File: config.mk
export PLATFORM = sky130hd
export DESIGN_NAME = ap_channel_profiler_flat
export DESIGN_NICKNAME = d
export VERILOG_FILES = /design/src/rtl/ap_channel_profiler_if.sv /design/src/rtl/ap_channel_profiler.sv /design/src/flat_wrapper.sv
export SDC_FILE = /design/constraint.sdc
export NUM_CORES = 2
export LEC_CHECK = 0
export BUFFER_PORTS_ARGS = -buffer_cell sky130_fd_sc_hd__buf_4
export CAP_MARGIN = 20
export CELL_PAD_IN_SITES_DETAIL_PLACEMENT = 1
export CELL_PAD_IN_SITES_GLOBAL_PLACEMENT = 1
export CORE_AREA = 2 2 384 234
export DETAILED_ROUTE_END_ITERATION = 6
export DIE_AREA = 0 0 386 236
export GPL_ROUTABILITY_DRIVEN = 0
export PLACE_DENSITY = 0.86
export SYNTH_ARGS = -nofsm -noshare
export SYNTH_HDL_FRONTEND = slang
export SYNTH_SLANG_ARGS = --single-unit
File: constraint.sdc
create_clock -name clk_i -period 21 [get_ports clk_i]
set_clock_uncertainty 0.1 [all_clocks]
set_input_delay 1.05 -clock clk_i [delete_from_list [all_inputs] [get_ports clk_i]]
set_output_delay 1.05 -clock clk_i [all_outputs]
set_load 0.01 [all_outputs]
File: src/rtl/ap_channel_profiler_if.sv
// Block-level handshake bundle observed by ap_channel_profiler: one bit per channel
// for ap_start/ap_ready/ap_done/ap_continue and the loop-iteration strobe.
interface ap_channel_profiler_if #(
    parameter int NUM_CH = 4
) ();
    logic [NUM_CH-1:0] ap_start;
    logic [NUM_CH-1:0] ap_ready;
    logic [NUM_CH-1:0] ap_done;
    logic [NUM_CH-1:0] ap_continue;
    logic [NUM_CH-1:0] iter_valid;

    modport master (output ap_start, ap_ready, ap_done, ap_continue, iter_valid);
    modport slave  (input  ap_start, ap_ready, ap_done, ap_continue, iter_valid);
endinterface

File: src/rtl/ap_channel_profiler.sv
// Per-channel saturating statistics for HLS ap_ctrl handshakes with a registered readout port.
// Optional macro PROFILER_STALL_EN adds per-channel DONE_WAIT (stall) counters.
module ap_channel_profiler #(
    parameter int NUM_CH = 4,
    parameter int CNT_W  = 32,
    parameter int LAT_W  = 16,
    localparam int SEL_W = (NUM_CH > 1) ? $clog2(NUM_CH) : 1
) (
    input  logic                   clk_i,
    input  logic                   rst_i,
    ap_channel_profiler_if.slave   ch_if,
    input  logic                   clear_i,
    input  logic                   finish_i,
    input  logic [SEL_W-1:0]       rd_sel_i,
    output logic [CNT_W-1:0]       rd_txn_o,
    output logic [CNT_W-1:0]       rd_busy_o,
    output logic [CNT_W-1:0]       rd_iter_o,
    output logic [CNT_W-1:0]       rd_stall_o,
    output logic [LAT_W-1:0]       rd_last_lat_o,
    output logic [LAT_W-1:0]       rd_max_lat_o,
    output logic [1:0]             rd_state_o,
    output logic                   rd_err_o,
    output logic                   any_err_o,
    output logic                   frozen_o
);
    localparam logic [1:0] ST_IDLE      = 2'd0;
    localparam logic [1:0] ST_BUSY      = 2'd1;
    localparam logic [1:0] ST_DONE_WAIT = 2'd2;
    localparam logic [LAT_W-1:0] LAT_ONE = LAT_W'(1);

    function automatic logic [CNT_W-1:0] cnt_inc(input logic [CNT_W-1:0] v);
        return (&v) ? v : v + 1'b1;
    endfunction

    function automatic logic [LAT_W-1:0] lat_inc(input logic [LAT_W-1:0] v);
        return (&v) ? v : v + 1'b1;
    endfunction

    logic                frozen_q;
    logic [1:0]          state_a    [NUM_CH];
    logic [CNT_W-1:0]    txn_a      [NUM_CH];
    logic [CNT_W-1:0]    busy_a     [NUM_CH];
    logic [CNT_W-1:0]    iter_a     [NUM_CH];
    logic [LAT_W-1:0]    last_lat_a [NUM_CH];
    logic [LAT_W-1:0]    max_lat_a  [NUM_CH];
    logic [NUM_CH-1:0]   err_a;
`ifdef PROFILER_STALL_EN
    logic [CNT_W-1:0]    stall_a    [NUM_CH];
`endif

    // clear wins over finish and is the only non-reset way out of the frozen state
    always_ff @(posedge clk_i or posedge rst_i) begin
        if (rst_i) begin
            frozen_q <= 1'b0;
        end else if (clear_i) begin
            frozen_q <= 1'b0;
        end else if (finish_i) begin
            frozen_q <= 1'b1;
        end
    end

    genvar gi;
    generate
        for (gi = 0; gi < NUM_CH; gi++) begin : g_ch
            logic [1:0]       state_q, state_d;
            logic [LAT_W-1:0] lat_q, lat_d;
            logic [CNT_W-1:0] txn_q, txn_d;
            logic [CNT_W-1:0] busy_q, busy_d;
            logic [CNT_W-1:0] iter_q, iter_d;
            logic [LAT_W-1:0] last_q, last_d;
            logic [LAT_W-1:0] max_q, max_d;
            logic             err_q, err_d;
            logic             cpl;
            logic [LAT_W-1:0] cpl_lat;
`ifdef PROFILER_STALL_EN
            logic [CNT_W-1:0] stall_q, stall_d;
`endif

            always_comb begin
                state_d = state_q;
                lat_d   = lat_q;
                txn_d   = txn_q;
                busy_d  = busy_q;
                iter_d  = iter_q;
                last_d  = last_q;
                max_d   = max_q;
                err_d   = err_q;
                cpl     = 1'b0;
                cpl_lat = '0;
`ifdef PROFILER_STALL_EN
                stall_d = stall_q;
`endif
                if (clear_i) begin
                    // FSM keeps its state; an in-flight latency restarts from zero
                    lat_d  = '0;
                    txn_d  = '0;
                    busy_d = '0;
                    iter_d = '0;
                    last_d = '0;
                    max_d  = '0;
                    err_d  = 1'b0;
`ifdef PROFILER_STALL_EN
                    stall_d = '0;
`endif
                end else if (!frozen_q) begin
                    if (state_q != ST_IDLE)
                        busy_d = cnt_inc(busy_q);
                    if (ch_if.iter_valid[gi])
                        iter_d = cnt_inc(iter_q);
`ifdef PROFILER_STALL_EN
                    if (state_q == ST_DONE_WAIT)
                        stall_d = cnt_inc(stall_q);
`endif
                    case (state_q)
                        ST_IDLE: begin
                            if (ch_if.ap_start[gi]) begin
                                lat_d = LAT_ONE;
                                if (ch_if.ap_done[gi]) begin
                                    cpl     = 1'b1;
                                    cpl_lat = LAT_ONE;
                                    state_d = ch_if.ap_continue[gi] ? ST_IDLE : ST_DONE_WAIT;
                                end else begin
                                    state_d = ST_BUSY;
                                end
                            end else if (ch_if.ap_done[gi] || ch_if.ap_ready[gi]) begin
                                err_d = 1'b1;
                            end
                        end
                        ST_BUSY: begin
                            if (ch_if.ap_done[gi]) begin
                                cpl     = 1'b1;
                                cpl_lat = lat_inc(lat_q);
                                state_d = ch_if.ap_continue[gi] ? ST_IDLE : ST_DONE_WAIT;
                            end else begin
                                lat_d = lat_inc(lat_q);
                            end
                        end
                        ST_DONE_WAIT: begin
                            if (ch_if.ap_continue[gi])
                                state_d = ST_IDLE;
                        end
                        default: state_d = ST_IDLE;
                    endcase
                    if (cpl) begin
                        txn_d  = cnt_inc(txn_q);
                        last_d = cpl_lat;
                        if (cpl_lat > max_q)
                            max_d = cpl_lat;
                    end
                end
            end

            always_ff @(posedge clk_i or posedge rst_i) begin
                if (rst_i) begin
                    state_q <= ST_IDLE;
                    lat_q   <= '0;
                    txn_q   <= '0;
                    busy_q  <= '0;
                    iter_q  <= '0;
                    last_q  <= '0;
                    max_q   <= '0;
                    err_q   <= 1'b0;
`ifdef PROFILER_STALL_EN
                    stall_q <= '0;
`endif
                end else begin
                    state_q <= state_d;
                    lat_q   <= lat_d;
                    txn_q   <= txn_d;
                    busy_q  <= busy_d;
                    iter_q  <= iter_d;
                    last_q  <= last_d;
                    max_q   <= max_d;
                    err_q   <= err_d;
`ifdef PROFILER_STALL_EN
                    stall_q <= stall_d;
`endif
                end
            end

            assign state_a[gi]    = state_q;
            assign txn_a[gi]      = txn_q;
            assign busy_a[gi]     = busy_q;
            assign iter_a[gi]     = iter_q;
            assign last_lat_a[gi] = last_q;
            assign max_lat_a[gi]  = max_q;
            assign err_a[gi]      = err_q;
`ifdef PROFILER_STALL_EN
            assign stall_a[gi]    = stall_q;
`endif
        end
    endgenerate

    // Registered readout; out-of-range selects read as all zeros
    always_ff @(posedge clk_i or posedge rst_i) begin
        if (rst_i) begin
            rd_txn_o      <= '0;
            rd_busy_o     <= '0;
            rd_iter_o     <= '0;
            rd_last_lat_o <= '0;
            rd_max_lat_o  <= '0;
            rd_state_o    <= ST_IDLE;
            rd_err_o      <= 1'b0;
`ifdef PROFILER_STALL_EN
            rd_stall_o    <= '0;
`endif
        end else if (int'(rd_sel_i) < NUM_CH) begin
            rd_txn_o      <= txn_a[rd_sel_i];
            rd_busy_o     <= busy_a[rd_sel_i];
            rd_iter_o     <= iter_a[rd_sel_i];
            rd_last_lat_o <= last_lat_a[rd_sel_i];
            rd_max_lat_o  <= max_lat_a[rd_sel_i];
            rd_state_o    <= state_a[rd_sel_i];
            rd_err_o      <= err_a[rd_sel_i];
`ifdef PROFILER_STALL_EN
            rd_stall_o    <= stall_a[rd_sel_i];
`endif
        end else begin
            rd_txn_o      <= '0;
            rd_busy_o     <= '0;
            rd_iter_o     <= '0;
            rd_last_lat_o <= '0;
            rd_max_lat_o  <= '0;
            rd_state_o    <= ST_IDLE;
            rd_err_o      <= 1'b0;
`ifdef PROFILER_STALL_EN
            rd_stall_o    <= '0;
`endif
        end
    end

`ifndef PROFILER_STALL_EN
    assign rd_stall_o = '0;
`endif

    assign any_err_o = |err_a;
    assign frozen_o  = frozen_q;
endmodule

File: src/flat_wrapper.sv
// flat-port wrapper written by rule: the top's interface ports become plain ports
module ap_channel_profiler_flat 
#(
    parameter int NUM_CH = 4,
    parameter int CNT_W  = 32,
    parameter int LAT_W  = 16,
    localparam int SEL_W = (NUM_CH > 1) ? $clog2(NUM_CH) : 1
)
  (clk_i, rst_i, clear_i, finish_i, rd_sel_i, rd_txn_o, rd_busy_o, rd_iter_o, rd_stall_o, rd_last_lat_o, rd_max_lat_o, rd_state_o, rd_err_o, any_err_o, frozen_o, ch_if_ap_start, ch_if_ap_ready, ch_if_ap_done, ch_if_ap_continue, ch_if_iter_valid);
  ap_channel_profiler_if #(.NUM_CH(NUM_CH)) ch_if_i ();
  input  logic clk_i;
  input  logic rst_i;
  input  logic clear_i;
  input  logic finish_i;
  input  logic [SEL_W-1:0] rd_sel_i;
  output logic [CNT_W-1:0] rd_txn_o;
  output logic [CNT_W-1:0] rd_busy_o;
  output logic [CNT_W-1:0] rd_iter_o;
  output logic [CNT_W-1:0] rd_stall_o;
  output logic [LAT_W-1:0] rd_last_lat_o;
  output logic [LAT_W-1:0] rd_max_lat_o;
  output logic [1:0] rd_state_o;
  output logic rd_err_o;
  output logic any_err_o;
  output logic frozen_o;
  input wire logic [$bits(ch_if_i.ap_start)-1:0] ch_if_ap_start;
  input wire logic [$bits(ch_if_i.ap_ready)-1:0] ch_if_ap_ready;
  input wire logic [$bits(ch_if_i.ap_done)-1:0] ch_if_ap_done;
  input wire logic [$bits(ch_if_i.ap_continue)-1:0] ch_if_ap_continue;
  input wire logic [$bits(ch_if_i.iter_valid)-1:0] ch_if_iter_valid;
  assign ch_if_i.ap_start = ch_if_ap_start;
  assign ch_if_i.ap_ready = ch_if_ap_ready;
  assign ch_if_i.ap_done = ch_if_ap_done;
  assign ch_if_i.ap_continue = ch_if_ap_continue;
  assign ch_if_i.iter_valid = ch_if_iter_valid;
  ap_channel_profiler #(.NUM_CH(NUM_CH), .CNT_W(CNT_W), .LAT_W(LAT_W)) u_core (.clk_i(clk_i), .rst_i(rst_i), .ch_if(ch_if_i), .clear_i(clear_i), .finish_i(finish_i), .rd_sel_i(rd_sel_i), .rd_txn_o(rd_txn_o), .rd_busy_o(rd_busy_o), .rd_iter_o(rd_iter_o), .rd_stall_o(rd_stall_o), .rd_last_lat_o(rd_last_lat_o), .rd_max_lat_o(rd_max_lat_o), .rd_state_o(rd_state_o), .rd_err_o(rd_err_o), .any_err_o(any_err_o), .frozen_o(frozen_o));
endmodule
=== Word-level counts from Yosys, hierarchy flattened ===
Index checks and enable logic that the tools add are counted.

* Magnitude comparators: 6
* Multiplexer cells: 210
* Bitwise gates (word level): 3
* Equality and inequality tests: 45
* $add $sub $neg: 16
* Reduce and logical (&&, ||, !) cells: 90

{| class="wikitable"
|+ Operator list
! kind !! number
|-
| 32-bit two-way mux || 54
|-
| 16-bit two-way mux || 68
|-
| 32-bit by 1-bit adder with 32-bit output, second input constant || 12
|-
| 32-bit AND reduction || 12
|-
| 16-bit case mux with 2 select lines || 8
|-
| 32-bit binary-select mux with 2-bit select || 3
|-
| 16-bit by 1-bit adder with 16-bit output, second input constant || 4
|-
| 16-bit binary-select mux with 2-bit select || 2
|-
| 16-bit greater-than comparator || 4
|-
| 16-bit AND reduction || 4
|-
| 2-bit inequality test, second input constant || 29
|-
| 2-bit nonzero test || 29
|-
| 3-bit AND reduction || 16
|-
| 2-bit two-way mux || 22
|-
| 1-bit two-way mux || 43
|-
| 4-bit AND reduction || 8
|-
| 3-bit inequality test, second input constant || 8
|-
| 2-bit case mux with 3 select lines || 4
|-
| 5-bit AND reduction || 4
|-
| 3-bit nonzero test || 4
|-
| 2-bit by 1-bit equality test with 1-bit output, second input constant || 4
|-
| 2-bit equality test, second input constant || 4
|-
| 2-bit zero test || 4
|-
| 1-bit case mux with 2 select lines || 4
|-
| other kinds (9) || 16
|}

* Word-level logic and storage cells: 410
* Input port bits: 26
* Flip-flop bits (word level): 720

=== Logic depth before layout (Yosys ltp) ===
* Depth in word-level cells: 11
* Mapped depth: 17
* Mapped depth without buffers: 14

=== Worst setup path before layout ===
Ideal clock, no wire load.

* Path type: register to register
* From: register u_core.g_ch[0].lat_q[0]
* To: register u_core.g_ch[0].max_q[0]
* Setup time: 125 ps
* Required time: 20775 ps
* Period minus slack after synthesis: 4012 ps
* Stages on the path, launching flop included: 14
* Data arrival time: 3788 ps
* Path slack: 16988 ps
* Path buffers: 1
* Cells stage by stage: dfrtp_1 -> ha_1 -> nand4_1 -> nor3_1 -> nand3_1 -> mux2i_1 -> nor2_1 -> ha_1 -> a21oi_1 -> nand2_1 -> a211o_1 -> o31ai_1 -> buf_2 -> mux2_2

* Word-level cells in the longest chain between the ends: 10
* Elaborated cells between the ends (all ways): 14
* Classes of those cells: 1 x add/sub; 1 x order compare; 9 x mux; 3 x reduce/logical

{| class="wikitable"
|+ RTL lines
! item !! RTL line !! source
|-
| start: declaration || ap_channel_profiler.sv:66 || <nowiki>logic [LAT_W-1:0] lat_q, lat_d;</nowiki>
|-
| start signal: assignment || ap_channel_profiler.sv:168 || <nowiki>lat_q <= lat_d;</nowiki>
|-
| 16-bit by 1-bit adder with 16-bit output or 16-bit AND reduction (tied branches) || ap_channel_profiler.sv:36 || <nowiki>return (&v) ? v : v + 1'b1;</nowiki>
|-
| 16-bit two-way mux (*) || ap_channel_profiler.sv:36 ||
|-
| 16-bit two-way mux (*) || ap_channel_profiler.sv:130 || <nowiki>if (ch_if.ap_done[gi]) begin</nowiki>
|-
| 16-bit case mux with 2 select lines (*) || ap_channel_profiler.sv:114 || <nowiki>case (state_q)</nowiki>
|-
| 16-bit two-way mux (*) || ap_channel_profiler.sv:105 || <nowiki>end else if (!frozen_q) begin</nowiki>
|-
| 16-bit two-way mux (*) || ap_channel_profiler.sv:93 || <nowiki>if (clear_i) begin</nowiki>
|-
| branches (longest 4 deep; another with 16-bit greater-than comparator) || n/a ||
|-
| end signal: assignment || ap_channel_profiler.sv:173 || <nowiki>max_q <= max_d;</nowiki>
|-
| end: declaration || ap_channel_profiler.sv:71 || <nowiki>logic [LAT_W-1:0] max_q, max_d;</nowiki>
|}

Mark *: on every way between the ends. The select of a mux whose other input is x is not followed.
A chain may end at the register's enable or synchronous reset.

=== Worst setup path after layout ===
* From: register u_core.g_ch[3].lat_q[0]
* To: register u_core.g_ch[3].max_q[2]

* Word-level cells in the longest chain between the ends: 10
* Elaborated cells between the ends (all ways): 14
* Classes of those cells: 1 x add/sub; 1 x order compare; 9 x mux; 3 x reduce/logical

{| class="wikitable"
|+ RTL lines
! item !! RTL line
|-
| start: declaration || ap_channel_profiler.sv:66
|-
| start signal: assignment || ap_channel_profiler.sv:168
|-
| 16-bit by 1-bit adder with 16-bit output or 16-bit AND reduction (tied branches) || ap_channel_profiler.sv:36
|-
| 16-bit two-way mux (*) || n/a
|-
| 16-bit two-way mux (*) || ap_channel_profiler.sv:130
|-
| 16-bit case mux with 2 select lines (*) || ap_channel_profiler.sv:114
|-
| 16-bit two-way mux (*) || ap_channel_profiler.sv:105
|-
| 16-bit two-way mux (*) || ap_channel_profiler.sv:93
|-
| branches (longest 4 deep; another with 16-bit greater-than comparator) || n/a
|-
| end signal: assignment || ap_channel_profiler.sv:173
|-
| end: declaration || ap_channel_profiler.sv:71
|}

Marks and branches as above.

==> Flow_metrics.wiki <==
{| class="wikitable"
! Metric !! Value
|-
| Status || completed
|-
| Critical Path End Type || flop
|-
| Count of flip-flops with a built-in enable after synthesis || 0
|-
| Cell count after synthesis || 3828
|-
| Final cycle utilization of the critical path || 0.264
|-
| CTS clock-pin slew for the worst setup and hold paths || 70 ps
|-
| IO buf count || 158
|-
| Startpoint-to-endpoint class of the critical path || reg2reg
|-
| Die span in x || 386 um
|-
| IO Count || 191
|-
| Arrival time worst endpoint || 5990 ps
|-
| CP Launch Type || flop
|-
| Starting density of the core || 0.434
|-
| Synth cell types || 81
|-
| RSZ-0062 raised after global routing || no
|-
| Cell accounting for the most synthesized area || sky130_fd_sc_hd__dfrtp_1
|-
| Flop and latch count out of synthesis || 720
|-
| Portion of synthesized cell area occupied by the leading cell type || 0.471
|-
| Filler-free cell count of the finished design || 5169
|-
| Highest achievable clock rate || 181 MHz
|-
| First-pass GRT wire length || 206000 um
|-
| Number of setup violations in the final report || 0
|-
| Total number of vias || 32800
|-
| Class of the tightest hold or removal check || in2async
|-
| Detailed-route wire length per cell || 25.8 um
|-
| Area of the core || 88200 sq um
|-
| Cells taking the most area after synthesis || sky130_fd_sc_hd__dfrtp_1 (47%), sky130_fd_sc_hd__mux4_2 (7.7%), sky130_fd_sc_hd__nor2_1 (5.2%)
|-
| Worst-case headroom to the max-slew limit || 0.268
|-
| Static power due to leakage || 18.2 nW
|-
| Number of buffers inserted during clock tree synthesis || 74
|-
| H-tree Lvls || 3
|-
| Via count normalized by instance count || 6.35
|-
| Half-perimeter wire length after placement || 94600 um
|-
| Switching share of power || 0.266
|-
| Max-slew violation total from the final report || 0
|-
| Power density over the cells || 73.4 nW/um^2
|-
| Area of the mapped netlist || 38300 sq um
|-
| Overall Power || 3.17 mW
|-
| Number of buffers on the longest clock path || 3
|-
| Comb pwr share || 0.091
|-
| Maximum net fanout on the critical path || 17
|-
| Area of the die || 91100 sq um
|-
| Post-Place Cells || 5026
|-
| Layout cells sized above 1 || 0.135
|-
| Max Cap Viol || 0
|-
| Number of hold buffers added after cts || 0
|-
| Avg Synthesized Cell Area || 10.0 sq um
|-
| Initial antenna violation count || 11
|-
| Async S/R FF share, synth || 1.00
|-
| Vias in the first global route || 33000
|-
| Detailed-routing iteration count for the pre-antenna-repair pass || 7
|-
| Count of buffers added by post-CTS timing repair for setup || 0
|-
| Part of the power in the clock network || 0.450
|-
| Total Negative Setup Slacks || 0 ps
|-
| Drt drc || 0
|-
| Count of cells resized by post-cts repair || 0
|-
| Overall overflow remaining after global route || 0
|-
| Warnings, synthesis || 0
|-
| Final-stage net count || 4043
|-
| Worst Tran Pin Value || 1090 ps
|-
| Fill cell instance count of the final layout || 9700
|-
| Worst path slowest cell || sky130_fd_sc_hd__or4_1
|-
| Total routing usage reported by global routing || 0.293
|-
| Synth-to-Final Area Change || 12.7%
|-
| Clock latency of the later-clocked register in the worst-skew pair || 670 ps
|-
| Fraction of the yosys area taken by sequential cells || 0.471
|-
| Number of nets with antenna violations after routing || 0
|-
| Post-detailed-routing wire length || 133000 um
|-
| Clock sink total || 720
|-
| Final critical delay including setup and external delays || 5540 ps
|-
| Area post-placement || 40500 sq um
|-
| Stage delay of the slowest cell on the critical path || 900 ps
|-
| CP bufs+invs || 0
|-
| Cell at the root of the clock tree || sky130_fd_sc_hd__clkbuf_16
|-
| Vert. Die Dim || 236 um
|-
| Worst EP required || 21460 ps
|-
| Clock tree from TritonCTS || done
|-
| Number of DRC violations after detailed-routing iteration 0 || 4140
|-
| Synth Flop Type || sky130_fd_sc_hd__dfrtp_1
|-
| Switch Pwr || 0.844 mW
|-
| Cells along the critical path || ha_1 > nand4_1 > or4_1 > or3b_2 > nor2_1 > xnor2_1 > nor2_1 > ha_1 > nand4_1 > a2111o_1 > a31oi_1 > nand2_1 > o2bb2ai_1
|-
| Total internal power || 2.32 mW
|-
| Critical path's top delay family || simple AND/OR/NAND/NOR gates
|-
| Final Cell Area || 43100 sq um
|-
| Hold Violations, Final || 0
|-
| Pin count of the biggest net entering global routing || 173
|-
| Total number of placement rows || 85
|-
| Peak supply drop || 0.0467 mV
|-
| Relative contribution of sequential cells to total power || 0.459
|-
| Worst R2R Setup Slack || 15460 ps
|}
-- per-stage QoR --
stage / hold slack (ps) / worst slack [ps] / utilization
after floorplan: 334 / 9990 / -
after global placement: 355 / 15800 / 0.460
after detailed placement: 372 / 15710 / 0.460
after CTS: 378 / 15610 / 0.488
after global routing: 409 / 15190 / 0.489
final: 380 / 15460 / 0.489
-- layer usage --
| metal | share of wire | GRT usage | wire length (um) |
|---|---|---|---|
| met5 | 0.00053 | 0 | 71 |
| met4 | 0.026 | 0.0757 | 3470 |
| met3 | 0.11 | 0.0797 | 14100 |
| met2 | 0.42 | 0.411 | 56600 |
| met1 | 0.44 | 0.443 | 59000 |
-- worst paths after layout --
check	start	cells after the start	to
max	u_core.g_ch[3].lat_q[0]$_DFFE_PP0P_	13	u_core.g_ch[3].max_q[2]$_DFFE_PP0P_
min	rst_i	2	u_core.g_ch[2].lat_q[1]$_DFFE_PP0P_
max reg2reg	u_core.g_ch[3].lat_q[0]$_DFFE_PP0P_	13	u_core.g_ch[3].max_q[2]$_DFFE_PP0P_
min reg2reg	u_core.g_ch[3].last_q[4]$_DFFE_PP0P_	2	u_core.g_ch[3].last_q[4]$_DFFE_PP0P_
max in group asynchronous	rst_i	6	u_core.g_ch[0].txn_q[25]$_DFFE_PP0P_
min in group clk_i	u_core.g_ch[3].last_q[4]$_DFFE_PP0P_	2	u_core.g_ch[3].last_q[4]$_DFFE_PP0P_
-- flip-flops by register name (all words and copies together), names as in the netlist --
register / flops
u_core.rd_iter_o: 32
u_core.g_ch.busy_q: 128
u_core.rd_last_lat_o: 16
u_core.g_ch.iter_q: 128
u_core.rd_err_o: 1
u_core.g_ch.last_q: 64
u_core.g_ch.txn_q: 128
u_core.g_ch.max_q: 64
u_core.rd_txn_o: 32
u_core.g_ch.state_q: 8
u_core.g_ch.lat_q: 64
u_core.rd_state_o: 2
u_core.rd_busy_o: 32
u_core.rd_max_lat_o: 16
u_core.g_ch.err_q: 4
u_core.frozen_o: 1
-- cells in the mapped netlist, drive strengths merged (58+ instances only) --
| library cell | count |
|---|---|
| nor3 | 109 |
| xnor2 | 147 |
| nand2 | 309 |
| inv | 115 |
| ha | 80 |
| and3 | 87 |
| nor2 | 534 |
| nand4 | 180 |
| o21ai | 169 |
| mux4 | 131 |
| a21oi | 119 |
| clkbuf | 150 |
| buf | 60 |
| dfrtp | 720 |
| nand3 | 213 |
| nor4 | 58 |
| xor2 | 191 |
-- cells in the final DEF (no fill, tap or decap), types with 32 or more instances in the layout --
master                      count
sky130_fd_sc_hd__nand3_1      212
sky130_fd_sc_hd__inv_1        114
sky130_fd_sc_hd__clkbuf_16     77
sky130_fd_sc_hd__xnor2_1      147
sky130_fd_sc_hd__conb_1        32
sky130_fd_sc_hd__a21oi_1      118
sky130_fd_sc_hd__o31ai_1       34
sky130_fd_sc_hd__nor2_1       534
sky130_fd_sc_hd__nor3_1       108
sky130_fd_sc_hd__and4_1        47
sky130_fd_sc_hd__xor2_1       191
sky130_fd_sc_hd__mux4_2       131
sky130_fd_sc_hd__nand4_1      180
sky130_fd_sc_hd__nor4_1        53
sky130_fd_sc_hd__nand2_1      309
sky130_fd_sc_hd__dfrtp_1      720
sky130_fd_sc_hd__or3_1         47
sky130_fd_sc_hd__o21ai_0      168
sky130_fd_sc_hd__ha_1          80
sky130_fd_sc_hd__mux2_2        36
sky130_fd_sc_hd__and3_1        87
sky130_fd_sc_hd__buf_4        202
-- power groups by stage --
stage	clock (mW)	combinational (mW)	sequential, mW
floorplan	0	0.194	1.46
global placement	0	0.270	1.48
detailed placement	0	0.281	1.48
CTS	1.44	0.284	1.45
global route	1.50	0.310	1.46
finish	1.43	0.287	1.46
-- kinds of logic (layout without fill, tap and decap cells) --
group | after synthesis | count (layout) | share of synthesized area
AND/OR/NAND/NOR | 1713 | 1713 | 0.222
adder cells (fa/ha/maj) | 80 | 80 | 0.0262
multiplexers | 190 | 190 | 0.0937
flip-flops | 720 | 720 | 0.471
AO/OA/AOI/OAI | 461 | 461 | 0.0746
XOR/XNOR | 338 | 338 | 0.0774
other | 1 | 36 | 0.0000980
buffers and inverters | 325 | 457 | 0.0352
-- worst reg2reg max path: stages, from the launching register on --
cell and delay, ps:
sky130_fd_sc_hd__dfrtp_1 450, sky130_fd_sc_hd__ha_1 280, sky130_fd_sc_hd__nand4_1 270, sky130_fd_sc_hd__or4_1 900, sky130_fd_sc_hd__or3b_2 350, sky130_fd_sc_hd__nor2_1 60, sky130_fd_sc_hd__xnor2_1 300, sky130_fd_sc_hd__nor2_1 80
sky130_fd_sc_hd__ha_1 300, sky130_fd_sc_hd__nand4_1 170, sky130_fd_sc_hd__a2111o_1 410, sky130_fd_sc_hd__a31oi_1 750, sky130_fd_sc_hd__nand2_1 660, sky130_fd_sc_hd__o2bb2ai_1 380
-- final cells by class --
cell class                      count  area (sq um)  area share
Sequential cell                   720         18000       0.418
Multi-Input combinational cell   2814         19000       0.442
Timing Repair Buffer              212          1620      0.0376
Clock buffer                      101          2150      0.0498
Tap cell                         1174          1470      0.0341
Clock inverter                     29           390     0.00905
Antenna cell                        4          10.0    0.000232
Inverter                          115           435      0.0101
No activity file was read; power rests on OpenSTA's default activity.
